`src/rtl/inv_subbytes_serial.sv`:
```
// Serial AES InvSubBytes: one byte per cycle through a single composite-field datapath.
// Latency 17 cycles start-to-done; start is ignored while busy, no output backpressure.
module inv_subbytes_serial (
  input  logic         clk,
  input  logic         rst,
  input  logic         start,
  input  logic [127:0] state_in,
  output logic         busy,
  output logic         done,
  output logic [127:0] state_out
);

  typedef enum logic [1:0] {IDLE, RUN, DONE} state_t;

  // GF(2^4) uses x^4 + x + 1; the quadratic extension uses y^2 + y + LAMBDA.
  localparam logic [3:0] LAMBDA = 4'hC;

  function automatic logic [3:0] gf4_mul(input logic [3:0] a, input logic [3:0] b);
    logic [3:0] p;
    logic [3:0] aa;
    logic [3:0] bb;
    p  = 4'h0;
    aa = a;
    bb = b;
    for (int i = 0; i < 4; i++) begin
      if (bb[0]) p = p ^ aa;
      aa = {aa[2:0], 1'b0} ^ (aa[3] ? 4'h3 : 4'h0);
      bb = {1'b0, bb[3:1]};
    end
    return p;
  endfunction

  function automatic logic [3:0] gf4_sq(input logic [3:0] a);
    return gf4_mul(a, a);
  endfunction

  // a^14 == a^-1 for nonzero a, and 0 maps to 0 for free.
  function automatic logic [3:0] gf4_inv(input logic [3:0] a);
    logic [3:0] a2;
    logic [3:0] a4;
    logic [3:0] a8;
    a2 = gf4_sq(a);
    a4 = gf4_sq(a2);
    a8 = gf4_sq(a4);
    return gf4_mul(gf4_mul(a2, a4), a8);
  endfunction

  function automatic logic [7:0] gf8c_mul(input logic [7:0] a, input logic [7:0] b);
    logic [3:0] hh;
    hh = gf4_mul(a[7:4], b[7:4]);
    return {hh ^ gf4_mul(a[7:4], b[3:0]) ^ gf4_mul(a[3:0], b[7:4]),
            gf4_mul(hh, LAMBDA) ^ gf4_mul(a[3:0], b[3:0])};
  endfunction

  function automatic logic [7:0] gf8c_inv(input logic [7:0] a);
    logic [3:0] d;
    logic [3:0] di;
    d  = gf4_mul(gf4_sq(a[7:4]), LAMBDA) ^ gf4_mul(a[7:4], a[3:0]) ^ gf4_sq(a[3:0]);
    di = gf4_inv(d);
    return {gf4_mul(a[7:4], di), gf4_mul(a[7:4] ^ a[3:0], di)};
  endfunction

  // 8x8 GF(2) matrix, column i in bits [8i+7:8i].
  function automatic logic [7:0] lin(input logic [63:0] m, input logic [7:0] x);
    logic [7:0]  r;
    logic [7:0]  xx;
    logic [63:0] mm;
    r  = 8'h00;
    xx = x;
    mm = m;
    for (int i = 0; i < 8; i++) begin
      if (xx[0]) r = r ^ mm[7:0];
      xx = {1'b0, xx[7:1]};
      mm = {8'h00, mm[63:8]};
    end
    return r;
  endfunction

  // Basis change into the tower field: send alpha^i to beta^i, where beta is a
  // root of the AES polynomial x^8+x^4+x^3+x+1 inside GF((2^4)^2).
  function automatic logic [63:0] calc_fwd();
    logic [63:0] m;
    logic [63:0] cols;
    logic [7:0]  b;
    logic [7:0]  p;
    logic [7:0]  v;
    logic        found;
    m     = '0;
    found = 1'b0;
    for (int c = 0; c < 256; c++) begin
      b    = 8'(c);
      p    = 8'h01;
      cols = '0;
      v    = 8'h00;
      for (int i = 0; i < 9; i++) begin
        if (i < 8) cols = {p, cols[63:8]};
        if (i == 0 || i == 1 || i == 3 || i == 4 || i == 8) v = v ^ p;
        p = gf8c_mul(p, b);
      end
      if (!found && v == 8'h00) begin
        m     = cols;
        found = 1'b1;
      end
    end
    return m;
  endfunction

  function automatic logic [63:0] calc_inv(input logic [63:0] fwd);
    logic [63:0] m;
    logic [7:0]  tgt;
    logic [7:0]  col;
    m   = '0;
    tgt = 8'h01;
    for (int j = 0; j < 8; j++) begin
      col = 8'h00;
      for (int x = 0; x < 256; x++) begin
        if (lin(fwd, 8'(x)) == tgt) col = 8'(x);
      end
      m   = {col, m[63:8]};
      tgt = {tgt[6:0], 1'b0};
    end
    return m;
  endfunction

  localparam logic [63:0] MAP_FWD = calc_fwd();
  localparam logic [63:0] MAP_INV = calc_inv(MAP_FWD);

  function automatic logic [7:0] inv_affine(input logic [7:0] x);
    return {x[1:0], x[7:2]} ^ {x[4:0], x[7:5]} ^ {x[6:0], x[7]} ^ 8'h05;
  endfunction

  state_t           state;
  state_t           state_nxt;
  logic [15:0][7:0] work;
  logic [3:0]       cnt;
  logic [3:0]       idx;
  logic [7:0]       sb_in;
  logic [7:0]       sb_out;
  logic             load;

  // work[15] holds byte 0 (bits 127:120).
  assign idx       = 4'd15 - cnt;
  assign sb_in     = work[idx];
  assign sb_out    = lin(MAP_INV, gf8c_inv(lin(MAP_FWD, inv_affine(sb_in))));
  assign load      = start && (state == IDLE || state == DONE);
  assign state_out = work;

  always_ff @(posedge clk or posedge rst) begin
    if (rst) state <= IDLE;
    else     state <= state_nxt;
  end

  always_comb begin
    state_nxt = state;
    case (state)
      IDLE:    if (start) state_nxt = RUN;
      RUN:     if (cnt == 4'd15) state_nxt = DONE;
      DONE:    state_nxt = start ? RUN : IDLE;
      default: state_nxt = IDLE;
    endcase
  end

  always_comb begin
    busy = 1'b0;
    done = 1'b0;
    case (state)
      RUN:     busy = 1'b1;
      DONE:    done = 1'b1;
      default: ;
    endcase
  end

  always_ff @(posedge clk or posedge rst) begin
    if (rst) begin
      work <= '0;
      cnt  <= 4'd0;
    end else if (load) begin
      work <= state_in;
      cnt  <= 4'd0;
    end else if (state == RUN) begin
      work[idx] <= sb_out;
      cnt       <= cnt + 4'd1;
    end
  end

endmodule

```
`config.mk`:
```
export PLATFORM = sky130hd
export DESIGN_NAME = inv_subbytes_serial
export DESIGN_NICKNAME = d
export VERILOG_FILES = /design/src/rtl/inv_subbytes_serial.sv
export SDC_FILE = /design/constraint.sdc
export NUM_CORES = 1
export LEC_CHECK = 0
export ABC_AREA = 1
export CAP_MARGIN = 20
export CORE_ASPECT_RATIO = 0.8
export CORE_MARGIN = 2
export CORE_UTILIZATION = 35
export CTS_BUF_LIST = sky130_fd_sc_hd__clkbuf_16
export DETAILED_ROUTE_END_ITERATION = 10
export GPL_TIMING_DRIVEN = 0
export SYNTH_ARGS = -nofsm -noshare
export SYNTH_HDL_FRONTEND = slang
export SYNTH_SLANG_ARGS = --single-unit
```
`constraint.sdc`:
```
create_clock -name clk -period 15.43 [get_ports clk]
set_input_delay 2.3145 -clock clk [delete_from_list [all_inputs] [get_ports clk]]
set_output_delay 2.3145 -clock clk [all_outputs]
set_load 0.1 [all_outputs]
```
Word-level counts from Yosys, hierarchy flattened
Index checks and enable logic that the tools add are counted.
{"block": "totals", "register_bits": 134, "output_inout_bits": 130, "word_cells": 203}
{"block": "op_classes", "n_addsub": 2, "magnitude_cmp": 2, "n_eq_ne": 5, "muxes": 95, "bitwise_logic": 75, "reduce_logical": 6}
{"operator": "$mux W128", "count": 2}
{"operator": "$mux W4", "count": 42}
{"operator": "$xor A4 B4 Y4", "count": 34}
{"operator": "$bwmux W128", "count": 1}
{"operator": "$xor A4 B2 Y4", "count": 24}
{"operator": "$mux W8", "count": 7}
{"operator": "$mux W2", "count": 27}
{"operator": "$bmux W8 S4", "count": 1}
{"operator": "$demux W8 S4", "count": 1}
{"operator": "$mux W7", "count": 4}
{"operator": "$mux W6", "count": 4}
{"operator": "$not A4 Y4", "count": 4}
{"operator": "$xor A8 B8 Y8", "count": 2}
{"operator": "$not A2 Y2", "count": 5}
{"operator": "$not A3 Y3", "count": 2}
{"operator": "$not A6 Y6", "count": 1}
{"operator": "$pmux W2 S3", "count": 1}
{"operator": "$lt A4 B5 Y1 const B", "count": 1}
{"operator": "$mux W1", "count": 5}
{"operator": "$not A4 Y5", "count": 1}
{"operator": "$not A5 Y5", "count": 1}
{"operator": "$add A4 B1 Y4 const B", "count": 1}
{"operator": "$eq A4 B4 Y1 const B", "count": 1}
{"operator": "$ge A4 B1 Y1 const B", "count": 1}
{"operator": "other kinds (10)", "count": 12}

Depth between registers and ports, before layout
Gate-level depths: netlist of run 1.
{"block": "depth", "depth_word": 92, "depth_mapped": 63, "ltp_nobuf": 60}

Worst setup path before layout of run 1
OpenSTA, ideal clock, no wires.
{"block": "synth_path", "path_kind": "register to register", "from": "register work, in the netlist state_out[61]", "to": "register work, in the netlist state_out[77]", "arrival_ns": 5.898, "t_required_ns": 15.306, "path_slack_ns": 9.407, "stages_incl_launch_ff": 55, "n_path_buf": 2, "synth_period_minus_slack_ns": 6.023, "cell_sequence": "dfrtp_1 > inv_1 > nand2_1 > nand3_1 > nand2_1 > nand2_1 > nand2_1 > inv_1 > nand2_2 > nand2_1 > nand3_1 > nand2_2 > inv_2 > nand2_1 > nand2_2 > nand2_2 > nand2_2 > inv_2 > [19 not listed] > nand2_1 > nor2_1 > inv_1 > nand2_1 > nand2_1 > nand2_1 > nand2_1 > buf_6 > nor2_4 > xor2_1 > nand2_1 > nand2_2 > nand3_2 > nand2_4 > nand2_4 > buf_2 > nand3_1 > nand2_1"}
{"block": "synth_between", "elab_chain_len": 71, "word_cells_on_any_way": 149, "classes_between": "mux: 80; bitwise: 69"}
{"item": "start: declaration", "line_no": "134", "rtl": "logic [15:0][7:0] work;"}
{"item": "start signal: assignment", "line_no": "178", "rtl": "work <= state_in;"}
{"item": "start signal: indexed assignment", "line_no": "181", "rtl": "work[idx] <= sb_out;"}
{"item": "$bmux W8 S4 (*)", "line_no": "143", "rtl": "assign sb_in = work[idx];"}
{"item": "$mux W8 (not written as such) (*)", "line_no": "143"}
{"item": "$xor A8 B8 Y8", "line_no": "129", "rtl": "return {x[1:0], x[7:2]} ^ {x[4:0], x[7:5]} ^ {x[6:0], x[7]} ^ 8'h05;"}
{"item": "$xor A8 B8 Y8 (*)", "line_no": "129"}
{"item": "$mux W7 / $not A2 Y2 (equally long branches)"}
{"item": "$not A4 Y5 (no source line) / $mux W1 (equally long branches)"}
{"item": "$mux W8 / $not A2 Y2 (equally long branches)"}
{"item": "$not A4 Y4 (no source line) / $mux W6 (equally long branches)"}
{"item": "[55 not listed]"}
{"item": "$mux W8", "line_no": "72", "rtl": "if (xx[0]) r = r ^ mm[7:0];"}
{"item": "$not A4 Y4 (no source line)"}
{"item": "$mux W8", "line_no": "72"}
{"item": "$not A5 Y5 (no source line)"}
{"item": "$mux W6 (*)", "line_no": "72"}
{"item": "$bwmux W128 (*)", "line_no": "181"}
{"item": "$mux W128 (*)", "line_no": "180", "rtl": "end else if (state == RUN) begin"}
{"item": "$mux W128 (*)", "line_no": "177", "rtl": "end else if (load) begin"}
Every way passes the cells marked *; elsewhere a longest branch is shown, timed or not. The select of a mux whose other input is x is not followed.
A chain may end at the register's enable or synchronous reset.

Worst setup path in the final report of run 1
{"block": "layout_path", "from": "register cnt[1]", "to": "register work, in the netlist state_out[122]"}
{"block": "layout_between", "elab_chain_len": 76, "word_cells_on_any_way": 157, "classes_between": "add/sub: 1; order compare: 2; mux: 85; bitwise: 68; reduce/logical: 1"}
{"item": "start: declaration", "line_no": "135", "rtl": "logic [3:0] cnt;"}
{"item": "start signal: assignment", "line_no": "182", "rtl": "cnt <= cnt + 4'd1;"}
{"item": "$sub A4 B4 Y4 (*)", "line_no": "142", "rtl": "assign idx = 4'd15 - cnt;"}
{"item": "$bmux W8 S4", "line_no": "143"}
{"item": "$mux W8 (not written as such)", "line_no": "143"}
{"item": "$xor A8 B8 Y8 (2 in series)", "line_no": "129"}
{"item": "$mux W6", "line_no": "72"}
{"item": "$mux W7 (2 in series)", "line_no": "72"}
{"item": "$not A3 Y3 (no source line)"}
{"item": "$mux W6", "line_no": "72"}
{"item": "[58 not listed]"}
{"item": "$mux W7", "line_no": "72"}
{"item": "$mux W8", "line_no": "72"}
{"item": "$not A4 Y4 (no source line)"}
{"item": "$mux W8", "line_no": "72"}
{"item": "$mux W6", "line_no": "72"}
{"item": "$bwmux W128 (*)", "line_no": "181"}
{"item": "$mux W128 (*)", "line_no": "180"}
{"item": "$mux W128 (*)", "line_no": "177"}
Marked as above.

==> results.json, run 1 <==
{
  "cp-start-kind": "flop",
  "cp_num_buf_inv": 10,
  "core_um2": 29500,
  "ioPinCount": 261,
  "critPathKind": "reg2reg",
  "fin_nets": 2035,
  "crit_fanout": 10,
  "clockBufferDepth": 2,
  "wl_per_cell_um": 19.9,
  "die-width_um": 198,
  "cp-startpoint": "cnt[1]",
  "drive_above_1_share": 0.102,
  "die_y_um": 159,
  "async_flop_share": 1.00,
  "final_common_cell": "nand2_1",
  "cp.required_ns": 15.74,
  "port_buffers": 260,
  "cts_tree": "done",
  "grt_pass1_wl_mm": 69.4,
  "hold_violations": 0,
  "register_area_um2": 3350,
  "rsz0062_at_grt": "no",
  "synthFlopType": "dfrtp_1",
  "multi_input_area_um2": 5870,
  "grt_usage": 0.290,
  "overflow": 0,
  "period_share": 0.495,
  "cp-end-kind": "flop",
  "hpwl_mm": 35.3,
  "reg2reg_to": "state_out[122]",
  "cpLargestDelayFamily": "simple AND/OR/NAND/NOR gates",
  "synth_cell_types": 36,
  "syn_nets": 1755,
  "layout_common_cells": "nand2_1, clkdlybuf4s50_1, inv_1",
  "post_cts.repair.setup_buffers": 0,
  "max_slew.worst_pin.slew_ns": 1.10,
  "grt_pass1_vias": 11706,
  "r2r_cells": 51,
  "fmax_ghz": 0.131,
  "rrSetupSlack_ns": 7.79,
  "synth.cell_area_um2": 10600,
  "cts_resized": 0,
  "arrival_ns": 7.94,
  "fillers": 3046,
  "worstSkewPairLatency_ns": 0.44,
  "status": "finished clean",
  "die_area_um2": 31600,
  "max_stage_delay_ns": 0.61,
  "ys_warn_count": 0,
  "wirelength_mm": 46.2,
  "place.gp.congestion": 0.898,
  "antenna_found_initial": 0,
  "ant_nets": 0,
  "hold_path.class": "reg2reg",
  "diodes": 0,
  "relSlewSlack": 0.266,
  "cts-root-buf": "clkbuf_16",
  "min_delay_path_depth": 2,
  "yosysSeqAreaShare": 0.317,
  "dr.pass1.iters": 6,
  "crit_end": "state_out[122]",
  "detail_route.vias_per_cell": 5.32,
  "period_needed_ns": 7.64,
  "cp_common_cell": "nand2_1",
  "ys_ff_latch": 134,
  "cts_sinks": 134,
  "cts_buffers": 17,
  "fin_tns_setup_ns": 0,
  "start_util": 0.358,
  "clk_pin_slew_ns": 0.06,
  "slowest_stage": "clkbuf_1",
  "regToRegStartpoint": "cnt[1]",
  "via_count": 12322,
  "syn_to_final_growth_pct": 34.7,
  "drtIter0Drc": 1354,
  "synth_edf_count": 0,
  "finClkSkew_ns": 0.0136,
  "maxSlewViolCount": 0,
  "syn_area_per_cell_um2": 6.52,
  "postSynthCellCount": 1619,
  "finalSetupViolations": 0,
  "drv_cap": 0,
  "drc": 0,
  "num_rows": 56,
  "cts.htree.levels": 4,
  "grt_max_degree": 90,
  "path_depth": 51,
  "ctsHoldBuffers": 0
}
flip-flops by register name, summed over array words and instances (netlist names):
register	count
cnt	4
state	2
state_out	128
per-stage QoR:
stage / cells / hold slack, ns / worst slack [ns] / utilization / area (um^2)
floorplan: 1619 / 0.511 / 9.41 / - / 10600
global route: 2315 / 0.569 / 7.07 / 0.482 / 14200
detailed placement: 2286 / 0.529 / 8.02 / 0.465 / 13700
global placement: 2285 / 0.518 / 7.38 / 0.464 / 13700
CTS: 2315 / 0.547 / 7.94 / 0.482 / 14200
finish: 2315 / 0.541 / 7.79 / 0.482 / 14200
cell families (layout without fill, tap and decap cells):
kind of cell,count (synthesis),in the layout,share of synthesized area
AOI/OAI and AO/OA,211,211,0.129
adders and majority gates,5,5,0.00592
and+or+nand+nor,925,925,0.393
muxes,1,1,0.000948
DFF,134,134,0.317
buffers and inverters,312,602,0.127
xor gates and xnor gates,31,31,0.0278
cells in the mapped netlist (2+ instances only):
| cell | n | area (um^2) |
|---|---|---|
| nand2_2 | 50 | 313 |
| nand2_1 | 563 | 2110 |
| nor2_2 | 10 | 62.6 |
| o21ai_0 | 60 | 300 |
| nor2_1 | 61 | 229 |
| a21oi_1 | 2 | 10.0 |
| o211ai_1 | 2 | 15.0 |
| nand4_1 | 3 | 18.8 |
| nand3_2 | 17 | 170 |
| inv_1 | 221 | 830 |
| nand2_4 | 8 | 90.1 |
| xnor2_1 | 12 | 105 |
| nor2_4 | 5 | 56.3 |
| a22oi_1 | 96 | 721 |
| buf_6 | 15 | 169 |
| nand3_1 | 202 | 1010 |
| dfrtp_1 | 134 | 3350 |
| ha_1 | 5 | 62.6 |
| o21bai_1 | 17 | 128 |
| clkbuf_1 | 17 | 63.8 |
| xor2_2 | 3 | 48.8 |
| buf_2 | 13 | 65.1 |
| buf_4 | 6 | 45.0 |
| o21ai_1 | 31 | 155 |
| nand3_4 | 4 | 70.1 |
| inv_2 | 37 | 139 |
| xor2_1 | 16 | 140 |
worst min-delay path by stage:
stage,from,end
after floorplan,cnt[3],cnt[3]
after global placement,state_out[0],state_out[0]
after detailed placement,state_out[64],state_out[64]
after CTS,state_out[78],state_out[78]
after global routing,state_out[86],state_out[86]
final,state_out[40],state_out[40]
routing by layer:
metal,global-route usage,part of all wire,wire (um)
met1,0.436,0.47,21500
met2,0.415,0.41,18800
met3,0.0527,0.097,4480
met4,0.0889,0.029,1350
met5,0,0,0
cell type report:
class                      instances  area share
buffer                            52      0.0251
clock buffer                      17      0.0299
clock inverter                    12     0.00703
inverter                         260      0.0691
multi-input combinational       1173       0.413
sequential                       134       0.236
tap                              406      0.0357
timing repair buffer             261       0.185
worst min-delay path: stages, from the launching register on:
cell and delay (ns):
dfrtp_1 0.37, a22oi_1 0.07, nand2_1 0.07
Power of run 1 is not shown: default switching activity piles up to over one toggle a cycle in this logic, so the estimate is an artifact.
==> run 2: changes to the inputs <==
Clock period 15.43 ns to 7.7 ns, I/O delays scaled along.
==> run 2 against run 1 <==
  * Count of clock-buffer cells in the layout did not move
  * Clock skew rose by 0.0049 ns
  * Design area up 1.4%
  * Global-route usage is the same
  * Routed wire length up 0.29%
  * Critical path depth rose by 3
  * Register-to-register slack lost 7.2 ns
  * Final cell count barely moved
  * Critical endpoint is now state_out[117]
  * Largest cell class unchanged
==> results.json, run 2 (synthesis results as in run 1) <==
{
  "status": "finished clean",
  "cts-root-buf": "clkbuf_16",
  "dp_cells": 2286,
  "rsz0062_at_grt": "no",
  "die_y_um": 159,
  "grt_max_degree": 90,
  "hold_path.class": "reg2reg",
  "dr.pass1.iters": 6,
  "final_common_cell": "nand2_1",
  "via_count": 12346,
  "fmax_ghz": 0.141,
  "cts_tree": "done",
  "layout_common_cells": "nand2_1, clkdlybuf4s50_1, inv_1",
  "grt_pass1_wl_mm": 69.4,
  "grt_pass1_vias": 11706,
  "hold_path.startpoint": "state_out[40]",
  "syn_to_final_growth_pct": 36.7,
  "wl_per_cell_um": 20.0,
  "wirelength_mm": 46.3,
  "relSlewSlack": 0.264,
  "ant_nets": 0,
  "diodes": 0,
  "arrival_ns": 7.41,
  "die_area_um2": 31600,
  "cts_sinks": 134,
  "slowest_stage": "dfrtp_1",
  "cts_buffers": 17,
  "overflow": 0,
  "timing.hold.ws_ns": 0.541,
  "clk_pin_slew_ns": 0.06,
  "hold_violations": 0,
  "fillers": 3030,
  "drive_above_1_share": 0.113,
  "cp-end-kind": "flop",
  "num_rows": 56,
  "finalSetupViolations": 0,
  "start_util": 0.358,
  "drtIter0Drc": 1287,
  "fin_cells": 2316,
  "detail_route.vias_per_cell": 5.33,
  "finClkSkew_ns": 0.0185,
  "critPathKind": "reg2reg",
  "cp_common_cell": "nand2_1",
  "port_buffers": 260,
  "period_needed_ns": 7.10,
  "cts.htree.levels": 4,
  "cp-startpoint": "cnt[1]",
  "regToRegStartpoint": "cnt[1]",
  "cp-start-kind": "flop",
  "period_share": 0.922,
  "ioPinCount": 261,
  "crit_fanout": 10,
  "max_slew.worst_pin.slew_ns": 1.10,
  "core_um2": 29500,
  "worstSkewPairLatency_ns": 0.44,
  "drc": 0,
  "die-width_um": 198,
  "antenna_found_initial": 0,
  "grt_usage": 0.290,
  "largest_reg_flops": 128,
  "drv_cap": 0,
  "fin_nets": 2036,
  "cp.required_ns": 8.02,
  "clockBufferDepth": 2,
  "ctsHoldBuffers": 0,
  "maxSlewViolCount": 0,
  "place.gp.congestion": 0.898,
  "max_stage_delay_ns": 0.42,
  "hpwl_mm": 35.3,
  "fin_tns_setup_ns": 0
}
## run 2: changes by cell type in the layout (fill, tap and decap cells not counted), sizes merged
cell | previous run | this run
buf | 36 | 34
clkbuf | 34 | 37
## run 2: final timing paths
kind	depth (start not counted)	endpoint	slack, ns
hold reg to reg	2	state_out[40]	0.54
setup / recovery	54	state_out[117]	0.60
setup reg to reg	54	state_out[117]	0.60
hold / removal	2	state_out[40]	0.54
max in group asynchronous	3	state_out[104]	5.75
min in group asynchronous	2	state_out[46]	1.11
## run 2: through the flow
stage,setup WS [ns],util,instance area (um^2)
final,0.603,0.489,14400
after global routing,0.0166,0.489,14400
after CTS,0.208,0.482,14200
after detailed placement,0.290,0.465,13700
after global placement,0.366,0.464,13700
after floorplan,1.68,-,10600
## run 2: metal layers
layer | GRT usage | up-vias | part of all wire
li1 | - | 5717 | -
met1 | 0.436 | 5844 | 0.46
met2 | 0.415 | 701 | 0.41
met3 | 0.0527 | 84 | 0.10
met4 | 0.0889 | 0 | 0.027
met5 | 0 | - | 0
## run 2: worst max-delay path: cells and delay by family (launching register included)
kind	cells	cell delay, ns
and+or+nand+nor	35	4.02
buffers and inverters	11	1.28
xor gates and xnor gates	5	0.84
DFF	1	0.42
adders and majority gates	1	0.23
AOI/OAI and AO/OA	1	0.09
muxes	1	0.09
## run 2: layout make-up
type	count	area, um^2	area share
Multi-Input combinational cell	1173	6010	0.416
Sequential cell	134	3350	0.232
Timing Repair Buffer	262	2640	0.183
Clock inverter	12	100	0.00693
Clock buffer	17	425	0.0295
Inverter	260	991	0.0686
Buffer	52	412	0.0285
Tap cell	406	508	0.0352
## run 2: timing repair
| action | CTS | global route |
|---|---|---|
| hold endpoints to repair | 0 | 0 |
| setup buffers | 0 | 1 |
| resized for setup | 0 | 58 |
| endpoints found under the setup margin | 0 | 128 |
Power of run 2 is left out for the same reason.
